$ cat src/rtl/dram_arb_pkg.sv
// rtl/dram_arb_pkg.sv - shared constants and helpers for the two-requester DRAM arbiter
package dram_arb_pkg;

    localparam int ADDR_W_DEF  = 16;
    localparam int DATA_W_DEF  = 8;
    localparam int TIMEOUT_DEF = 255;

    localparam logic [1:0] S_IDLE = 2'd0;
    localparam logic [1:0] S_WAIT = 2'd1;
    localparam logic [1:0] S_DONE = 2'd2;

    localparam logic OP_RD = 1'b0;
    localparam logic OP_WR = 1'b1;

    // Only meaningful when at least one requester is active; contention goes to the one not served last.
    function automatic logic rr_pick(input logic [1:0] active, input logic last_grant);
        if (active == 2'b11) begin
            return ~last_grant;
        end
        return active[1];
    endfunction

endpackage

$ cat src/rtl/timeout_counter.sv
// rtl/timeout_counter.sv - WAIT-cycle counter with terminal count at TIMEOUT-1
module timeout_counter #(
    parameter int TIMEOUT = 255
) (
    input  logic clk,
    input  logic reset,
    input  logic clear,
    input  logic enable,
    output logic tc
);

    localparam int CW = $clog2(TIMEOUT);

    logic [CW-1:0] count;

    always_ff @(posedge clk or negedge reset) begin
        if (!reset) begin
            count <= '0;
        end else if (clear) begin
            count <= '0;
        end else if (enable && !tc) begin
            count <= count + CW'(1);
        end
    end

    assign tc = (count == CW'(TIMEOUT - 1));

endmodule

$ cat src/rtl/dram_arbiter.sv
// rtl/dram_arbiter.sv - round-robin arbiter and access sequencer for the shared single-port DRAM
module dram_arbiter
    import dram_arb_pkg::*;
#(
    parameter int ADDR_W  = ADDR_W_DEF,
    parameter int DATA_W  = DATA_W_DEF,
    parameter int TIMEOUT = TIMEOUT_DEF
) (
    input  logic              clk,
    input  logic              reset,
    input  logic [1:0]        req_rd,
    input  logic [1:0]        req_wr,
    input  logic [ADDR_W-1:0] req_addr0,
    input  logic [ADDR_W-1:0] req_addr1,
    input  logic [DATA_W-1:0] req_wdata0,
    input  logic [DATA_W-1:0] req_wdata1,
    output logic [DATA_W-1:0] req_rdata,
    output logic [1:0]        req_done,
    output logic              req_err,
    output logic              read,
    output logic              write,
    output logic [ADDR_W-1:0] addr,
    output logic [DATA_W-1:0] din,
    input  logic [DATA_W-1:0] dout,
    input  logic              rd_done,
    input  logic              wr_done
);

    logic [1:0] state;
    logic       last_grant;
    logic       grant;
    logic       op;
    logic [1:0] active;
    logic       pick;
    logic       done_hit;
    logic       tmo_tc;

    assign active   = req_rd | req_wr;
    assign pick     = rr_pick(active, last_grant);
    // Only the done line matching the issued op counts; the other is ignored.
    assign done_hit = (op == OP_WR) ? wr_done : rd_done;

    timeout_counter #(.TIMEOUT(TIMEOUT)) u_timeout (
        .clk    (clk),
        .reset  (reset),
        .clear  (state != S_WAIT),
        .enable (state == S_WAIT),
        .tc     (tmo_tc)
    );

    always_ff @(posedge clk or negedge reset) begin
        if (!reset) begin
            state      <= S_IDLE;
            last_grant <= 1'b1;
            grant      <= 1'b0;
            op         <= OP_RD;
            read       <= 1'b0;
            write      <= 1'b0;
            addr       <= '0;
            din        <= '0;
            req_rdata  <= '0;
            req_done   <= '0;
            req_err    <= 1'b0;
        end else begin
            req_done <= '0;
            req_err  <= 1'b0;
            case (state)
                S_IDLE: begin
                    if (|active) begin
                        // A write wins over a read raised by the same requester.
                        grant <= pick;
                        op    <= req_wr[pick] ? OP_WR : OP_RD;
                        read  <= ~req_wr[pick];
                        write <= req_wr[pick];
                        addr  <= pick ? req_addr1 : req_addr0;
                        din   <= pick ? req_wdata1 : req_wdata0;
                        state <= S_WAIT;
                    end
                end
                S_WAIT: begin
                    if (done_hit || tmo_tc) begin
                        read     <= 1'b0;
                        write    <= 1'b0;
                        req_done <= grant ? 2'b10 : 2'b01;
                        req_err  <= ~done_hit;
                        if (!done_hit) begin
                            req_rdata <= '0;
                        end else if (op == OP_RD) begin
                            req_rdata <= dout;
                        end
                        state <= S_DONE;
                    end
                end
                S_DONE: begin
                    last_grant <= grant;
                    state      <= S_IDLE;
                end
                default: begin
                    state <= S_IDLE;
                end
            endcase
        end
    end

endmodule

$ cat config.mk
export PLATFORM = sky130hd
export DESIGN_NAME = dram_arbiter
export DESIGN_NICKNAME = d
export VERILOG_FILES = /design/src/rtl/dram_arb_pkg.sv /design/src/rtl/timeout_counter.sv /design/src/rtl/dram_arbiter.sv
export SDC_FILE = /design/constraint.sdc
export NUM_CORES = 1
export LEC_CHECK = 0
export CELL_PAD_IN_SITES_DETAIL_PLACEMENT = 0
export CELL_PAD_IN_SITES_GLOBAL_PLACEMENT = 1
export CORE_MARGIN = 1.5
export CORE_UTILIZATION = 30
export DETAILED_ROUTE_END_ITERATION = 8
export PLACE_DENSITY = 0.84
export SLEW_MARGIN = 25
export SYNTH_ARGS = -nofsm -noshare
export SYNTH_HDL_FRONTEND = slang
export SYNTH_SLANG_ARGS = --single-unit
$ cat constraint.sdc
create_clock -name clk -period 2.1 [get_ports clk]
set_input_delay 0.42 -clock clk [delete_from_list [all_inputs] [get_ports clk]]
set_output_delay 0.42 -clock clk [all_outputs]
set_load 0.01 [all_outputs]
==> results.toml <==
[outcome]
status = "finished, final reports clean"

[cts]
clk_pin_slew_ns = 0.09
clock_latency_ns = 0.30
cts_resized = 0
post_cts_buffers = 0
cts-root-buf = "clkbuf_8"
cts_tree = "yes"
cts_buffers = 5
cts_sinks = 50
htree_num_levels = 2
ctsHoldBuffers = 0
cts_buffer_depth = 2

[synthesis]
ys.flop_type = "dfrtp_1"
synth_fa_ha_area_frac = 0.0110
ys_ff_latch = 50
synth_cells = 235
seq_area_frac_synth = 0.552
synth_compound_area_frac = 0.216
async_flop_share = 1.00
synth_top_family_by_area = "compound AO/OA/AOI/OAI gates"
synthMuxAreaShare = 0.00441
avgSynthCellArea_sq_um = 9.66
synthSimpleGateAreaFrac = 0.169
synth_xor_xnor_area_share = 0.00772
ys_types = 38
synth_nets = 301
yosysWarnings = 0
synthesis.area_sq_mm = 0.00227
synth_edf_count = 0

[critical_path]
r2r-start = "u_timeout.count[0]"
cp.arrival_ns = 2.12
path_max_fanout = 9
cp.required_ns = 2.32
r2r_cells = 6
r2r_slack_ns = 0.37
start_kind = "input pin"
regToRegEndpoint = "req_rdata[5]"
path_class = "in2reg"
end_kind = "flop"

[final_layout]
antenna_cells = 0
final_cell_mix = "99 x clkdlybuf4s50_1, 54 x a21oi_1, 49 x dfrtp_1"
layout.cells.non_filler = 442
drive_gt1_frac = 0.0962
final_nets = 408
syn2layout_area_growth_pct = 56.7
final_util = 0.488
final_common_cell = "clkdlybuf4s50_1"

[timing]
slew_violations = 0
tightest_slew_ns = 0.944
hold_slack_ns = 0.140
min_period_over_period = 0.906
tns_ns = 0
fin_skew_ns = 0.00350
setup_viol = 0
fin_crit_ns = 1.90
rsz0062_at_grt = "false"
relSlewSlack = 0.368
final-hold-violation-count = 0
fin_ws_ns = 0.197
fmax_ghz = 0.525

[power_and_ir_drop]
p_seq_frac = 0.349
combinationalPowerShare = 0.478
peakVddDrop_mv = 0.371
power_switching_uw = 1660
p_leak_uw = 0.00151
intPower_uw = 3090
powerDensity_mw_per_mm2 = 1340
power_frac_clock = 0.173
switching_share = 0.350

[place]
pre_cts_ws_ns = -0.107
dpl.hpwl_um = 4600
post-place-cells = 434
io_buffer_count = 100
gp_congestion = 0.760

[grt]
grt_max_degree = 31
antenna_found_initial = 0
grt_pass1_vias = 2005
grt_pass1_wl_um = 9990
track_usage = 0.154
grt-ovfl-total = 0

[die]
start_util = 0.311
die-area_sq_mm = 0.00810
core_area_sq_mm = 0.00729
pin_count = 101
rows = 31
die_y_um = 90.0
die_x_um = 90.0

[routing]
firstDrtPassIters = 4
postRouteAntennaNets = 0
wl_um = 6070
met3WireLength_um = 406
viasPerCell = 4.73
vias = 2092
wl_met2_um = 2840
drtIter0Drc = 80
wl_met1_um = 2740
drc = 0
routed.top_layer = "met4"
detail_route.wl_per_cell_um = 13.7

[flow_run]
maxCapViolations = 0

[hold_path]
hp-class = "in2async"
==> metal layers <==
metal | GRT usage | vias to the layer above
li1 | - | 1028
met1 | 0.210 | 990
met3 | 0.0448 | 5
met5 | 0 | -
met2 | 0.236 | 69
met4 | 0.0516 | 0
==> critical path: stages <==
cell and delay (ns):
clkdlybuf4s50_1 0.49, nor4_2 0.53, or3_1 0.26, buf_4 0.20
a21oi_1 0.05, a21oi_1 0.17
==> logic make-up (layout without fill, tap and decap cells) <==
logic type	after synthesis	in the layout
flops	50	50
buf+inv	16	124
xor+xnor	2	2
mux	1	1
compound gates	82	82
simple gates	82	82
fa+ha+maj	2	2
==> cell usage after synthesis (3+ instances only) <==
| cell | n | share of area |
|---|---|---|
| a21oi_1 | 54 | 0.12 |
| a22o_1 | 8 | 0.031 |
| a31oi_1 | 3 | 0.0083 |
| buf_2 | 4 | 0.0088 |
| buf_6 | 3 | 0.015 |
| clkbuf_1 | 4 | 0.0066 |
| dfrtp_1 | 49 | 0.54 |
| inv_1 | 4 | 0.0066 |
| nand2_1 | 29 | 0.048 |
| nand2b_1 | 3 | 0.0083 |
| nand3_1 | 3 | 0.0066 |
| nor2_1 | 32 | 0.053 |
| nor3_2 | 3 | 0.013 |
| o21ai_0 | 7 | 0.015 |
==> sequential cells by signal, summed over array words and instances, names as in the netlist, 2 cells and up <==
| register | count |
|---|---|
| req_done | 2 |
| addr | 16 |
| state | 2 |
| din | 8 |
| u_timeout.count | 8 |
| req_rdata | 8 |
==> worst max path at each step <==
stage / end / cells after the start / from
finish: addr[7] / 6 / req_rd[1]
global route: addr[7] / 5 / req_rd[1]
CTS: addr[15] / 6 / req_rd[1]
detailed placement: addr[15] / 6 / req_rd[1]
global placement: addr[11] / 5 / req_rd[1]
floorplan: req_rdata[0] / 7 / u_timeout.count[0]
==> power groups by stage <==
| stage | combinational (uW) | sequential, uW | clock, uW |
|---|---|---|---|
| 2_1_floorplan | 1060 | 1790 | 0 |
| 3_3_place_gp | 2260 | 1680 | 0 |
| 3_5_place_dp | 2290 | 1680 | 0 |
| 4_1_cts | 2300 | 1670 | 847 |
| 5_1_grt | 2490 | 1720 | 894 |
| 6_report | 2270 | 1660 | 822 |
==> layout make-up <==
class / count / area (sq um)
clock buffer: 6 / 82.6
clock inverter: 2 / 60.1
fill: 705 / 3740
inverter: 4 / 15.0
multi-input combinational: 169 / 936
sequential: 50 / 1250
tap: 99 / 124
timing repair buffer: 112 / 1090
==> per-stage QoR <==
step           instance area (sq um)  power [uW]
6_report                        3560        4750
5_1_grt                         3560        5100
4_1_cts                         3560        4820
3_5_place_dp                    3410        3980
3_3_place_gp                    3410        3940
2_1_floorplan                   2270        2850
No activity file was read; power rests on OpenSTA's default activity.
